File: src/rtl/arch_defs_pkg.sv
// Shared architecture constants and types for the memory map.
package arch_defs_pkg;

  localparam int DATA_WIDTH = 8;
  localparam int ADDR_WIDTH = 16;

  typedef enum logic [2:0] {REG_NONE, REG_RAM, REG_VRAM, REG_MMIO, REG_ROM} mem_region_e;
  typedef enum logic [1:0] {WM_WRITE, WM_SET, WM_CLEAR, WM_TOGGLE} mmio_wmode_e;

  localparam logic [3:0] MMIO_STATUS_OFF = 4'hF;

  // Memories shared one address bus; it must cover both RAM and the 4K regions.
  function automatic int mem_addr_bits(input int ram_addr_bits);
    return (ram_addr_bits > 12) ? ram_addr_bits : 12;
  endfunction

endpackage

File: src/rtl/mmio_out_bank.sv
// Bank of memory-mapped output registers with write/set/clear/toggle update modes.
module mmio_out_bank
  import arch_defs_pkg::*;
#(
  parameter int DW        = 8,
  parameter int NUM_PORTS = 4
) (
  input  logic                    clk,
  input  logic                    reset,
  input  logic                    wr_en,
  input  logic [3:0]              sel,
  input  mmio_wmode_e             wmode,
  input  logic [DW-1:0]           wdata,
  output logic [NUM_PORTS*DW-1:0] out_ports,
  output logic [NUM_PORTS-1:0]    out_load
);

  function automatic logic [DW-1:0] apply_mode(input mmio_wmode_e mode,
                                               input logic [DW-1:0] cur,
                                               input logic [DW-1:0] din);
    case (mode)
      WM_SET:    return cur | din;
      WM_CLEAR:  return cur & ~din;
      WM_TOGGLE: return cur ^ din;
      default:   return din;
    endcase
  endfunction

  // out_load is registered alongside the port so the pulse lines up with the new value.
  always_ff @(posedge clk or posedge reset) begin
    if (reset) begin
      out_ports <= '0;
      out_load  <= '0;
    end else begin
      out_load <= '0;
      for (int k = 0; k < NUM_PORTS; k++) begin
        if (wr_en && sel == 4'(k)) begin
          out_ports[k*DW +: DW] <= apply_mode(wmode, out_ports[k*DW +: DW], wdata);
          out_load[k]           <= 1'b1;
        end
      end
    end
  end

endmodule

File: src/rtl/mem_map_ctrl.sv
// Address decoder and MMIO controller between the cpu and RAM/VRAM/ROM.
// Every read returns exactly one cycle after cpu_read, aligned to the sync memories.
module mem_map_ctrl
  import arch_defs_pkg::*;
#(
  parameter int         DATA_WIDTH    = arch_defs_pkg::DATA_WIDTH,
  parameter int         ADDR_WIDTH    = arch_defs_pkg::ADDR_WIDTH,
  parameter int         RAM_ADDR_BITS = 13,
  parameter logic [3:0] VRAM_PREFIX   = 4'hD,
  parameter logic [3:0] MMIO_PREFIX   = 4'hE,
  parameter logic [3:0] ROM_PREFIX    = 4'hF,
  parameter int         NUM_OUT_PORTS = 4,
  localparam int        MEM_AW        = mem_addr_bits(RAM_ADDR_BITS)
) (
  input  logic                                clk,
  input  logic                                reset,
  input  logic [ADDR_WIDTH-1:0]               cpu_addr,
  input  logic                                cpu_read,
  input  logic                                cpu_write,
  input  logic [DATA_WIDTH-1:0]               cpu_wdata,
  output logic [DATA_WIDTH-1:0]               cpu_rdata,
  output logic                                cpu_rvalid,
  output logic                                ram_we,
  output logic                                vram_we,
  output logic [MEM_AW-1:0]                   mem_addr,
  output logic [DATA_WIDTH-1:0]               mem_wdata,
  input  logic [DATA_WIDTH-1:0]               ram_rdata,
  input  logic [DATA_WIDTH-1:0]               vram_rdata,
  input  logic [DATA_WIDTH-1:0]               rom_rdata,
  output logic [NUM_OUT_PORTS*DATA_WIDTH-1:0] out_ports,
  output logic [NUM_OUT_PORTS-1:0]            out_load,
  output logic                                bus_error
);

  localparam logic [3:0] NPORTS = 4'(NUM_OUT_PORTS);

  mem_region_e           region;
  mem_region_e           rd_sel_q;
  logic                  rvalid_q;
  logic [DATA_WIDTH-1:0] mmio_rdata_q;
  logic [DATA_WIDTH-1:0] mmio_rd;
  logic [3:0]            hi;
  logic [3:0]            port_idx;
  logic                  is_status, port_hit, port_wr, rd_en, err_set, status_clr;

  assign hi       = cpu_addr[ADDR_WIDTH-1 -: 4];
  assign port_idx = cpu_addr[3:0];

  always_comb begin
    region = REG_NONE;
    if (cpu_addr[ADDR_WIDTH-1:RAM_ADDR_BITS] == '0) region = REG_RAM;
    else if (hi == VRAM_PREFIX)                     region = REG_VRAM;
    else if (hi == MMIO_PREFIX)                     region = REG_MMIO;
    else if (hi == ROM_PREFIX)                      region = REG_ROM;
  end

  assign is_status  = (region == REG_MMIO) && (port_idx == MMIO_STATUS_OFF);
  assign port_hit   = (region == REG_MMIO) && (port_idx < NPORTS);
  assign port_wr    = cpu_write && port_hit;
  assign rd_en      = cpu_read && !cpu_write;
  assign status_clr = cpu_write && is_status;
  // A simultaneous read+write is a protocol error even though the write still lands.
  assign err_set    = (cpu_write && (region == REG_ROM || region == REG_NONE))
                   || (rd_en && region == REG_NONE)
                   || (cpu_read && cpu_write);

  assign ram_we    = cpu_write && (region == REG_RAM);
  assign vram_we   = cpu_write && (region == REG_VRAM);
  assign mem_addr  = cpu_addr[MEM_AW-1:0];
  assign mem_wdata = cpu_wdata;

  always_comb begin
    mmio_rd = '0;
    if (is_status) begin
      mmio_rd = {{(DATA_WIDTH-1){1'b0}}, bus_error};
    end else if (port_hit) begin
      for (int k = 0; k < NUM_OUT_PORTS; k++)
        if (port_idx == 4'(k)) mmio_rd = out_ports[k*DATA_WIDTH +: DATA_WIDTH];
    end
  end

  always_ff @(posedge clk or posedge reset) begin
    if (reset) begin
      rd_sel_q     <= REG_NONE;
      rvalid_q     <= 1'b0;
      mmio_rdata_q <= '0;
      bus_error    <= 1'b0;
    end else begin
      rvalid_q <= rd_en;
      if (rd_en) begin
        rd_sel_q     <= region;
        mmio_rdata_q <= mmio_rd;
      end
      if (err_set)         bus_error <= 1'b1;
      else if (status_clr) bus_error <= 1'b0;
    end
  end

  assign cpu_rvalid = rvalid_q;

  always_comb begin
    cpu_rdata = '0;
    if (rvalid_q) begin
      case (rd_sel_q)
        REG_RAM:  cpu_rdata = ram_rdata;
        REG_VRAM: cpu_rdata = vram_rdata;
        REG_MMIO: cpu_rdata = mmio_rdata_q;
        REG_ROM:  cpu_rdata = rom_rdata;
        default:  cpu_rdata = '0;
      endcase
    end
  end

  mmio_out_bank #(
    .DW        (DATA_WIDTH),
    .NUM_PORTS (NUM_OUT_PORTS)
  ) u_out_bank (
    .clk       (clk),
    .reset     (reset),
    .wr_en     (port_wr),
    .sel       (port_idx),
    .wmode     (mmio_wmode_e'(cpu_addr[5:4])),
    .wdata     (cpu_wdata),
    .out_ports (out_ports),
    .out_load  (out_load)
  );

endmodule
File: config.mk
export PLATFORM = sky130hd
export DESIGN_NAME = mem_map_ctrl
export DESIGN_NICKNAME = d
export VERILOG_FILES = /design/src/rtl/arch_defs_pkg.sv /design/src/rtl/mmio_out_bank.sv /design/src/rtl/mem_map_ctrl.sv
export SDC_FILE = /design/constraint.sdc
export NUM_CORES = 1
export LEC_CHECK = 0
export BUFFER_PORTS_ARGS = -buffer_cell sky130_fd_sc_hd__clkbuf_2
export CAP_MARGIN = 10
export CORE_MARGIN = 5
export CORE_UTILIZATION = 55
export DETAILED_ROUTE_END_ITERATION = 8
export PLACE_DENSITY = 0.79
export REMOVE_ABC_BUFFERS = 1
export SLEW_MARGIN = 25
export SYNTH_ARGS = -nofsm -noshare
export SYNTH_HDL_FRONTEND = slang
export SYNTH_SLANG_ARGS = --single-unit
File: constraint.sdc
create_clock -name clk -period 1.95 [get_ports clk]
set_input_delay 0.195 -clock clk [delete_from_list [all_inputs] [get_ports clk]]
set_output_delay 0.195 -clock clk [all_outputs]
set_load 0.1 [all_outputs]
==> results.sh <==
export IMPL_status="complete, no violations"
export IMPL_clk_pin_slew_ns=0.09
export IMPL_synth_cells=501
export IMPL_min_from="cpu_addr[14]"
export IMPL_cts_sinks=49
export IMPL_tightest_slew_ns=0.5747
export IMPL_finClkSkew_ns=0.01082
export IMPL_rsz0062_at_grt="true"
export IMPL_final_setup_viol_count=0
export IMPL_synth_top_cell_by_area="dfrtp_1"
export IMPL_fmax_ghz=0.5299
export IMPL_startpoint="rd_sel_q[2]$_DFFE_PP0P_"
export IMPL_yosysTopAreaCellShare_pct=27.74
export IMPL_die_y_um=99.65
export IMPL_gr_total_overflow=0
export IMPL_clk_path_buf_depth=2
export IMPL_r2r_start="u_out_bank.out_ports[24]$_DFFE_PP0P_"
export IMPL_wl_met3_um=736
export IMPL_ir_drop_v=0.0003232
export IMPL_route_vias_total=3830
export IMPL_hp_class="input pin to register"
export IMPL_grt_max_degree=73
export IMPL_path_cells="nor2b_4 > a22oi_1 > o22ai_1 > and2_4 > buf_12"
export IMPL_die_w_um=99.65
export IMPL_drive_gt1_share_pct=30.02
export IMPL_fin_cells=675
export IMPL_p_per_area_nw_per_um2=540.9
export IMPL_core_area_um2=7767
export IMPL_clockRootBuffer="clkbuf_8"
export IMPL_viasPerCell=5.674
export IMPL_m1WireLength_um=4688
export IMPL_drv_cap=0
export IMPL_worstPathArrival_ns=1.69
export IMPL_clock_latency_ns=0.31
export IMPL_yosysSeqAreaShare_pct=27.74
export IMPL_drt_iter0_markers=243
export IMPL_gp_congestion=0.8914
export IMPL_critPathTopFamily="simple AND/OR/NAND/NOR gates"
export IMPL_antenna_left=0
export IMPL_grt_antenna_before_repair=0
export IMPL_relSlewSlack_pct=61.85
export IMPL_hold_ws_ns=0.2413
export IMPL_path_buf_inv=1
export IMPL_seq_area_um2=1226
export IMPL_initial_utilization_pct=56.91
export IMPL_fill_cells=659
export IMPL_yosysUniqueCellTypes=38
export IMPL_num_nets_final=688
export IMPL_postCtsSetupRepairBufs=0
export IMPL_power_leakage_nw=2.511
export IMPL_period_share_pct=96.77
export IMPL_dr_pass1_iters=5
export IMPL_grt_pass1_vias=3771
export IMPL_maxSlewViolCount=0
export IMPL_num_rows=32
export IMPL_final_common_cell="clkbuf_2"
export IMPL_layout_common_cells="clkbuf_2, ha_1, dfrtp_1"
export IMPL_diodes=0
export IMPL_min_period_ns=1.887
export IMPL_design_die_area_um2=9930
export IMPL_wl_met2_um=5632
export IMPL_dp_cells=666
export IMPL_critPathMaxFanout=8
export IMPL_multi_input_area_um2=2743
export IMPL_wirelength_um=11160
export IMPL_cts_tree="built"
export IMPL_startpoint_type="register"
export IMPL_cp_data_required_time_ns=1.75
export IMPL_cp_end_kind="output pin"
export IMPL_syn_area_um2=4420
export IMPL_worst_path_max_delay_cell="dfrtp_1"
export IMPL_io_pins=121
export IMPL_grt_usage_pct=22.57
export IMPL_place_hpwl_um=8269
export IMPL_cts_buffers=5
export IMPL_grt_pass1_wl_um=18310
export IMPL_worstSetupPathType="register to output pin"
export IMPL_ys_top_cells_by_area="dfrtp_1, ha_1, mux2_2"
export IMPL_routedWlPerCell_um=16.53
export IMPL_ys_warn_count=0
export IMPL_critPathMaxStageDelay_ns=0.43
export IMPL_drc=0
export IMPL_avgSynthCellArea_um2=8.823
export IMPL_area_growth_pct=16.64
export IMPL_synth_seq_cells=49
export IMPL_io_buffers=108
export IMPL_routed_top_layer="met4"
export IMPL_hold_violations=0
export IMPL_h_tree_depth=2
-- worst register-to-register path, stage by stage, from the launching register on --
cell and delay (ns):
dfrtp_1 0.44, inv_1 0.08, ha_1 0.27, mux2_2 0.27, a211oi_1 0.26, a21oi_1 0.07
-- routing by layer --
layer | GRT usage, % | vias up
li1 | - | 1888
met1 | 28.51 | 1807
met2 | 40.03 | 125
met3 | 4.488 | 10
met4 | 4.622 | 0
met5 | 0 | -
-- synth_stat cells --
library cell and instances:
ha_1 64, dfrtp_1 49, nand2_1 48, inv_1 44, a21oi_1 42, o21ai_0 40, a211oi_1 39, mux2_2 32
buf_4 21, nor2_1 18, clkbuf_1 15, buf_2 12, and2_1 10, a22oi_1 8, mux2i_1 8, o211ai_1 8
o22ai_1 8, nor2b_1 5, nand4_4 4, buf_6 3, o21ai_1 3, and4b_1 2, nand2b_1 2, nor3_1 2
a211oi_2 1, a311oi_1 1, and2_2 1, and3_1 1, and4_1 1, buf_1 1, clkbuf_2 1, nand4_1 1
nor2_8 1, nor3b_2 1, nor4_1 1, o2bb2ai_1 1, o31ai_1 1, xnor2_1 1
-- kinds of logic (layout without fill, tap and decap cells) --
group | Yosys count | after routing | synth area share, %
compound gates | 152 | 152 | 20.95
flops | 49 | 49 | 27.74
simple gates | 98 | 98 | 12.14
buf+inv | 97 | 169 | 10.90
xor+xnor | 1 | 1 | 0.1982
mux | 40 | 40 | 9.963
fa+ha+maj | 64 | 64 | 18.11
-- flip-flops by register name (all words and copies together), names as in the netlist --
register,count
u_out_bank.out_load,4
bus_error,1
rd_sel_q,3
mmio_rdata_q,8
cpu_rvalid,1
u_out_bank.out_ports,32
-- path summary, 6_finish.rpt --
kind | endpoint | slack [ns] | depth (start not counted)
worst max-delay path | cpu_rdata[3] | 0.06 | 5
worst min-delay path | rd_sel_q[1]$_DFFE_PP0P_ | 0.24 | 3
worst max register to register | u_out_bank.out_ports[24]$_DFFE_PP0P_ | 0.45 | 5
worst min register to register | mmio_rdata_q[2]$_DFFE_PP0P_ | 0.49 | 2
max in group asynchronous | u_out_bank.out_load[0]$_DFF_PP0_ | 0.94 | 4
min in group asynchronous | u_out_bank.out_load[3]$_DFF_PP0_ | 0.39 | 3
-- power breakdown --
group / internal (W) / total [W] / switching, W
Clock: 0.000288 / 0.000645 / 0.000357
Combinational: 0.000300 / 0.00104 / 0.000742
Sequential: 0.00105 / 0.00110 / 0.0000495
-- metrics by stage --
stage	TNS (ns)	util (%)	worst slack, ns	instance area (um2)	total power, W
2_1_floorplan	-2.885	-	-0.5784	4104	0.001702
3_3_place_gp	0	64.63	0.2711	5020	0.002110
3_5_place_dp	0	64.63	0.1786	5020	0.002150
4_1_cts	0	66.06	0.007373	5131	0.002793
5_1_grt	-0.1457	66.38	-0.02868	5156	0.002931
6_report	0	66.38	0.06292	5156	0.002789
-- what timing repair did --
| item | 4_1_cts | 5_1_grt |
|---|---|---|
| endpoints found under the setup margin | 8 | 8 |
| pin swaps | 0 | 1 |
| gates resized for setup | 2 | 7 |
| hold buffers | 1 | 0 |
| hold endpoints to repair | 15 | 0 |
-- final cells by class --
cell class	instances	area share (%)
Clock buffer	6	1.602
Clock inverter	2	0.2669
Inverter	44	3.203
Multi-Input combinational cell	355	53.19
Sequential cell	49	23.78
Tap cell	102	2.475
Timing Repair Buffer	117	15.48
(Power assumes the default switching activity.)
